## config.mk

```make
export PLATFORM = sky130hd
export DESIGN_NAME = mem_writer
export DESIGN_NICKNAME = d
export VERILOG_FILES = /design/src/rtl/mem_writer_pkg.sv /design/src/rtl/mem_writer.sv
export SDC_FILE = /design/constraint.sdc
export NUM_CORES = 1
export LEC_CHECK = 0
export CORE_ASPECT_RATIO = 0.75
export CORE_MARGIN = 2
export CORE_UTILIZATION = 35
export DETAILED_ROUTE_END_ITERATION = 12
export GPL_TIMING_DRIVEN = 0
export HOLD_SLACK_MARGIN = 0.1
export RECOVER_POWER = 100
export SETUP_SLACK_MARGIN = 0.5
export SKIP_CTS_REPAIR_TIMING = 1
export SLEW_MARGIN = 0
export SYNTH_ARGS = -nofsm -noshare
export SYNTH_HDL_FRONTEND = slang
export SYNTH_SLANG_ARGS = --single-unit
```

## constraint.sdc

```tcl
create_clock -name clk -period 2 [get_ports clk]
set_input_delay 0.4 -clock clk [delete_from_list [all_inputs] [get_ports clk]]
set_output_delay 0.4 -clock clk [all_outputs]
set_load 0.03 [all_outputs]
```

## src/rtl/mem_writer_pkg.sv

```systemverilog
// Shared types and constants for the write-side bus engine: request kinds,
// FSM states, the default stack page and small per-kind helpers.
package mem_writer_pkg;

  typedef enum logic [1:0] {
    WR_STORE = 2'd0,
    WR_PUSH1 = 2'd1,
    WR_PUSH2 = 2'd2,
    WR_PUSH3 = 2'd3
  } wr_kind_e;

  typedef enum logic [1:0] {
    ST_IDLE  = 2'd0,
    ST_WRITE = 2'd1,
    ST_DONE  = 2'd2
  } wr_state_e;

  localparam logic [7:0] STACK_PAGE_DEFAULT = 8'h01;

  function automatic logic kind_is_push(input wr_kind_e kind);
    return (kind != WR_STORE);
  endfunction

  function automatic logic [1:0] kind_nbytes(input wr_kind_e kind);
    logic [1:0] n;
    case (kind)
      WR_PUSH2: n = 2'd2;
      WR_PUSH3: n = 2'd3;
      default:  n = 2'd1;
    endcase
    return n;
  endfunction

endpackage

```

## src/rtl/mem_writer.sv

```systemverilog
// Write-side bus engine: takes one store or 1/2/3-byte stack push, sequences
// the byte writes against mem_ack and reports the updated stack pointer.
module mem_writer
  import mem_writer_pkg::*;
#(
  parameter int                   REG_WIDTH  = 8,
  parameter int                   ADDR_WIDTH = 16,
  parameter logic [REG_WIDTH-1:0] STACK_PAGE = STACK_PAGE_DEFAULT
) (
  input  logic                  clk,
  input  logic                  reset_n,
  input  logic                  req_valid,
  output logic                  req_ready,
  input  logic [1:0]            req_kind,
  input  logic [ADDR_WIDTH-1:0] ea,
  input  logic [REG_WIDTH-1:0]  wdata,
  input  logic [ADDR_WIDTH-1:0] pc,
  input  logic [REG_WIDTH-1:0]  status,
  input  logic [REG_WIDTH-1:0]  sp_in,
  output logic [REG_WIDTH-1:0]  sp_out,
  output logic                  sp_we,
  output logic [ADDR_WIDTH-1:0] mem_addr,
  output logic [REG_WIDTH-1:0]  mem_wdata,
  output logic                  mem_we,
  input  logic                  mem_ack,
  output logic                  busy,
  output logic                  done,
  output logic [1:0]            dbg_state
);

  // Handshake: a request is taken on a clock edge where req_valid and
  // req_ready are both high; req_ready is high only in IDLE, so requests
  // arriving while busy are simply not taken. A byte completes on an edge
  // where mem_we and mem_ack are both high; until then it is held steady.

  localparam logic [REG_WIDTH-1:0] SP_ONE = REG_WIDTH'(1);

  wr_state_e             state_q, state_d;
  wr_kind_e              kind_q, kind_d;
  logic [ADDR_WIDTH-1:0] ea_q, ea_d;
  logic [ADDR_WIDTH-1:0] pc_q, pc_d;
  logic [REG_WIDTH-1:0]  wdata_q, wdata_d;
  logic [REG_WIDTH-1:0]  status_q, status_d;
  logic [REG_WIDTH-1:0]  sp_q, sp_d;
  logic [1:0]            cnt_q, cnt_d;
  logic [1:0]            nbytes_q, nbytes_d;

  logic [ADDR_WIDTH-1:0] mem_addr_q, mem_addr_d;
  logic [REG_WIDTH-1:0]  mem_wdata_q, mem_wdata_d;
  logic                  mem_we_q, mem_we_d;
  logic                  done_q, done_d;
  logic                  sp_we_q, sp_we_d;
  logic [REG_WIDTH-1:0]  sp_out_q, sp_out_d;
  logic                  req_ready_q, req_ready_d;
  logic                  busy_q, busy_d;

  wr_kind_e              req_kind_e;
  logic                  in_idle;
  wr_kind_e              sel_kind;
  logic [1:0]            sel_cnt;
  logic [ADDR_WIDTH-1:0] sel_pc;
  logic [REG_WIDTH-1:0]  sel_wdata;
  logic [REG_WIDTH-1:0]  sel_status;
  logic [REG_WIDTH-1:0]  sel_sp;
  logic [REG_WIDTH-1:0]  sp_dec;
  logic [REG_WIDTH-1:0]  sel_byte;
  logic [ADDR_WIDTH-1:0] stack_addr;
  logic                  last_byte;

  assign req_kind_e = wr_kind_e'(req_kind);
  assign in_idle    = (state_q == ST_IDLE);
  assign sp_dec     = sp_q - SP_ONE;
  assign last_byte  = (cnt_q == (nbytes_q - 2'd1));

  // The byte being set up next: the first byte of a new request while idle,
  // otherwise the byte following the one just acked.
  always_comb begin
    sel_kind   = in_idle ? req_kind_e : kind_q;
    sel_cnt    = in_idle ? 2'd0 : (cnt_q + 2'd1);
    sel_pc     = in_idle ? pc : pc_q;
    sel_wdata  = in_idle ? wdata : wdata_q;
    sel_status = in_idle ? status : status_q;
    sel_sp     = in_idle ? sp_in : sp_dec;
    stack_addr = ADDR_WIDTH'({STACK_PAGE, sel_sp});
  end

  always_comb begin
    sel_byte = sel_wdata;
    case ({sel_kind, sel_cnt})
      {WR_PUSH2, 2'd0}, {WR_PUSH3, 2'd0}: sel_byte = sel_pc[ADDR_WIDTH-1 -: REG_WIDTH];
      {WR_PUSH2, 2'd1}, {WR_PUSH3, 2'd1}: sel_byte = sel_pc[REG_WIDTH-1:0];
      {WR_PUSH3, 2'd2}:                   sel_byte = sel_status;
      default:                            sel_byte = sel_wdata;
    endcase
  end

  always_comb begin
    state_d     = state_q;
    kind_d      = kind_q;
    ea_d        = ea_q;
    pc_d        = pc_q;
    wdata_d     = wdata_q;
    status_d    = status_q;
    sp_d        = sp_q;
    cnt_d       = cnt_q;
    nbytes_d    = nbytes_q;
    mem_addr_d  = mem_addr_q;
    mem_wdata_d = mem_wdata_q;
    mem_we_d    = mem_we_q;
    sp_out_d    = sp_out_q;
    done_d      = 1'b0;
    sp_we_d     = 1'b0;

    case (state_q)
      ST_IDLE: begin
        if (req_valid) begin
          state_d     = ST_WRITE;
          kind_d      = req_kind_e;
          ea_d        = ea;
          pc_d        = pc;
          wdata_d     = wdata;
          status_d    = status;
          sp_d        = sp_in;
          cnt_d       = 2'd0;
          nbytes_d    = kind_nbytes(req_kind_e);
          mem_we_d    = 1'b1;
          mem_addr_d  = kind_is_push(req_kind_e) ? stack_addr : ea;
          mem_wdata_d = sel_byte;
        end
      end

      ST_WRITE: begin
        if (mem_ack) begin
          cnt_d = cnt_q + 2'd1;
          if (kind_is_push(kind_q)) begin
            sp_d = sp_dec;
          end
          if (last_byte) begin
            state_d  = ST_DONE;
            mem_we_d = 1'b0;
            done_d   = 1'b1;
            if (kind_is_push(kind_q)) begin
              sp_we_d  = 1'b1;
              sp_out_d = sp_dec;
            end
          end else begin
            mem_addr_d  = kind_is_push(kind_q) ? stack_addr : ea_q;
            mem_wdata_d = sel_byte;
          end
        end
      end

      ST_DONE: begin
        state_d = ST_IDLE;
      end

      default: begin
        state_d  = ST_IDLE;
        mem_we_d = 1'b0;
      end
    endcase

    req_ready_d = (state_d == ST_IDLE);
    busy_d      = (state_d != ST_IDLE);
  end

  always_ff @(posedge clk) begin
    if (!reset_n) begin
      state_q     <= ST_IDLE;
      kind_q      <= WR_STORE;
      ea_q        <= '0;
      pc_q        <= '0;
      wdata_q     <= '0;
      status_q    <= '0;
      sp_q        <= '0;
      cnt_q       <= 2'd0;
      nbytes_q    <= 2'd1;
      mem_addr_q  <= '0;
      mem_wdata_q <= '0;
      mem_we_q    <= 1'b0;
      done_q      <= 1'b0;
      sp_we_q     <= 1'b0;
      sp_out_q    <= '0;
      req_ready_q <= 1'b1;
      busy_q      <= 1'b0;
    end else begin
      state_q     <= state_d;
      kind_q      <= kind_d;
      ea_q        <= ea_d;
      pc_q        <= pc_d;
      wdata_q     <= wdata_d;
      status_q    <= status_d;
      sp_q        <= sp_d;
      cnt_q       <= cnt_d;
      nbytes_q    <= nbytes_d;
      mem_addr_q  <= mem_addr_d;
      mem_wdata_q <= mem_wdata_d;
      mem_we_q    <= mem_we_d;
      done_q      <= done_d;
      sp_we_q     <= sp_we_d;
      sp_out_q    <= sp_out_d;
      req_ready_q <= req_ready_d;
      busy_q      <= busy_d;
    end
  end

  assign req_ready = req_ready_q;
  assign busy      = busy_q;
  assign done      = done_q;
  assign sp_we     = sp_we_q;
  assign sp_out    = sp_out_q;
  assign mem_addr  = mem_addr_q;
  assign mem_wdata = mem_wdata_q;
  assign mem_we    = mem_we_q;
  assign dbg_state = state_q;

endmodule

```

==> results.json <==
{
  "status": "finished, final reports clean",
  "crit_top_cell": "buf_12",
  "synth_area_leader_cell": "dfxtp_1",
  "drive_gt1_share_pct": 25.95,
  "grt_start_max_net_pins": 17,
  "final_net_count": 800,
  "rsz0062_at_grt": "yes",
  "dieWidth_um": 137.3,
  "cts_buffers": 9,
  "path_clk_slew_ns": 0.07,
  "routabilityCongestion": 0.8674,
  "synth_edf_count": 0,
  "die_h_um": 104.0,
  "root_buffer": "clkbuf_16",
  "ys_top_cells_by_count": "nand2_1 (148), dfxtp_1 (101), a21boi_0 (59)",
  "final_cells": 911,
  "via_per_inst": 5.523,
  "ios": 101,
  "hp-start": "ea_q[6]$_SDFFE_PN0P_",
  "crit_fanout": 6,
  "p_sw_share_pct": 32.15,
  "cp.arrival_ns": 2.24,
  "cts_buffer_depth": 2,
  "tightest_slew_ns": 0.6309,
  "cts_tree": "yes",
  "num_antenna_cells": 0,
  "post-dp-hpwl_um": 10980,
  "netlist_area_sq_um": 4662,
  "synth_cell_types": 53,
  "area_growth_pct": 59.42,
  "coreArea_sq_um": 13020,
  "grt_first_pass_wirelength_um": 23380,
  "synth_nets": 621,
  "routed-via-count": 5031,
  "synth_most_common_cell": "nand2_1",
  "slew_violations": 0,
  "rr_worst_depth": 9,
  "clock_sinks": 101,
  "cpPeakStageDelay_ns": 0.35,
  "synth_area_leaders": "dfxtp_1 (43%), nand2_1 (12%), a21boi_0 (9.5%)",
  "whs_path_depth": 2,
  "port_buffers": 99,
  "path_class": "register to register",
  "synth-seq-cells": 101,
  "ys_async_sr_fraction_pct": 0,
  "first_pass_iters": 6,
  "grt_usage_pct": 21.35,
  "start_util_pct": 35.81,
  "final_hold_viol_count": 0,
  "internal-power_mw": 4.086,
  "switchingPower_mw": 1.936,
  "vdd_drop_max_uv": 501.6,
  "rrSetupSlack_ns": 0.06,
  "place_ws_ns": -0.5386,
  "cp-start-kind": "register",
  "routedWlPerCell_um": 19.39,
  "rows": 36,
  "wirelength_um": 17660,
  "drc": 0,
  "crit_chain": "buf_12 > or2_4 > buf_12 > buf_8 > buf_4 > o22ai_4 > a221oi_4 > a311oi_1 > o21a_1",
  "netlist.area_leader.share_pct": 43.37,
  "min_to": "ea_q[6]$_SDFFE_PN0P_",
  "ant_nets": 0,
  "grt_pass1_vias": 4372,
  "htree_levels": 3,
  "cp_num_buf_inv": 4,
  "yosysSeqAreaShare_pct": 43.37,
  "synth_ff_type": "dfxtp_1",
  "setup_ws_ns": 0.05759,
  "relSlewSlack_pct": 57.94,
  "first_iter_violations": 390,
  "p_leak_nw": 2.957,
  "max_freq_ghz": 0.5148,
  "dieArea_sq_um": 14270,
  "reg2reg_to": "mem_wdata[1]$_SDFFE_PN0P_",
  "r2r-start": "dbg_state[1]$_SDFF_PN0_",
  "min_path_type": "register to register",
  "end_kind": "register",
  "setup_viol": 0,
  "drv_cap": 0,
  "netlist_instances": 558,
  "power.density_nw_per_um2": 810.2,
  "p_total_mw": 6.022,
  "slowest_stage": "dfxtp_4",
  "required_ns": 2.30,
  "post_synth.cell_area_avg_sq_um": 8.355,
  "yosys_warnings": 0,
  "post-route-min-period_ns": 1.942,
  "antenna_found_initial": 0,
  "insertion_delay_ns": 0.35,
  "dp_cells": 828,
  "fin_skew_ns": 0.01050,
  "seqPwrFrac_pct": 38.1,
  "grt-ovfl-total": 0,
  "p_comb_share_pct": 31.3,
  "pwr-share-clk_pct": 30.6,
  "timing.final.crit_share_pct": 97.12,
  "crit_family": "compound AO/OA/AOI/OAI gates"
}
[registers in the layout, indices dropped and copies added (netlist names), 2 cells and up]
register,cells
cnt_q,2
pc_q,16
mem_addr,16
nbytes_q,2
status_q,8
sp_out,8
kind_q,2
dbg_state,2
mem_wdata,8
wdata_q,8
ea_q,16
sp_q,8
[layout by cell type, fill, tap and decap left out, drive strengths merged, types with 10 or more instances in the layout]
cell / n
o211a: 11
nor2: 20
a22oi: 10
nand2: 149
clkdlybuf4s50: 57
a221oi: 12
a21oi: 14
o21ai: 19
a21boi: 59
and2: 10
buf: 81
dfxtp: 101
clkbuf: 79
o21a: 11
[logic make-up (layout without fill, tap and decap cells)]
| group | after synthesis | count (layout) | synth area share (%) |
|---|---|---|---|
| and+or+nand+nor | 213 | 213 | 20.59 |
| AOI/OAI and AO/OA | 183 | 184 | 29.33 |
| DFF | 101 | 101 | 43.37 |
| buffers and inverters | 50 | 231 | 4.509 |
| xor gates and xnor gates | 8 | 8 | 1.503 |
| muxes | 2 | 2 | 0.4294 |
| adders and majority gates | 1 | 1 | 0.2683 |
[metal layers]
| layer | GRT usage [%] | vias to the layer above | wire (um) |
|---|---|---|---|
| met5 | 0 | - | 0 |
| li1 | - | 2349 | - |
| met3 | 4.678 | 22 | 1320 |
| met2 | 30.53 | 215 | 7959 |
| met1 | 32.11 | 2445 | 8127 |
| met4 | 5.523 | 0 | 257 |
[how the worst max path moves through the flow]
stage | from | to | slack (ns) | cells after the start
floorplan | dbg_state[1]$_SDFF_PN0_ | mem_wdata[4]$_SDFFE_PN0P_ | 0.24 | 7
global placement | req_kind[1] | mem_wdata[2]$_SDFFE_PN0P_ | -0.50 | 6
detailed placement | req_kind[1] | mem_wdata[2]$_SDFFE_PN0P_ | -0.54 | 6
CTS | kind_q[1]$_SDFFE_PN0P_ | mem_wdata[2]$_SDFFE_PN0P_ | -0.25 | 5
global route | dbg_state[1]$_SDFF_PN0_ | mem_wdata[2]$_SDFFE_PN0P_ | -0.004 | 8
finish | dbg_state[1]$_SDFF_PN0_ | mem_wdata[1]$_SDFFE_PN0P_ | 0.06 | 9
[layout make-up]
| type | count | area [sq um] |
|---|---|---|
| Clock inverter | 4 | 55.05 |
| Fill cell | 1126 | 5585 |
| Tap cell | 171 | 214.0 |
| Clock buffer | 10 | 250.2 |
| Timing Repair Buffer | 167 | 1435 |
| Buffer | 43 | 417.9 |
| Multi-Input combinational cell | 408 | 2993 |
| Inverter | 7 | 26.28 |
| Sequential cell | 101 | 2041 |
[metrics by stage]
step / hold slack, ns / area, sq um / TNS, ns / utilization, %
final: 0.4571 / 7432 / 0 / 57.09
after detailed placement: 0.4558 / 6067 / -18.59 / 46.61
after global placement: 0.4482 / 6067 / -15.19 / 46.61
after CTS: 0.4655 / 6372 / -1.159 / 48.95
after global routing: 0.4807 / 7432 / -0.003562 / 57.09
after floorplan: 0.4384 / 4862 / 0 / -
[worst min-delay path: cells and delay by family (launching register included)]
family / cells / cell delay (ns)
AOI/OAI and AO/OA: 1 / 0.05
DFF: 1 / 0.31
and+or+nand+nor: 1 / 0.05
[power groups by stage]
stage	combinational [mW]	sequential [mW]	clock, mW
2_1_floorplan	0.696	2.44	0
3_3_place_gp	1.34	2.32	0
3_5_place_dp	1.36	2.32	0
4_1_cts	1.37	2.27	1.86
5_1_grt	2.00	2.31	1.94
6_report	1.89	2.29	1.84
Note: power is estimated with default switching activity, not from simulation.
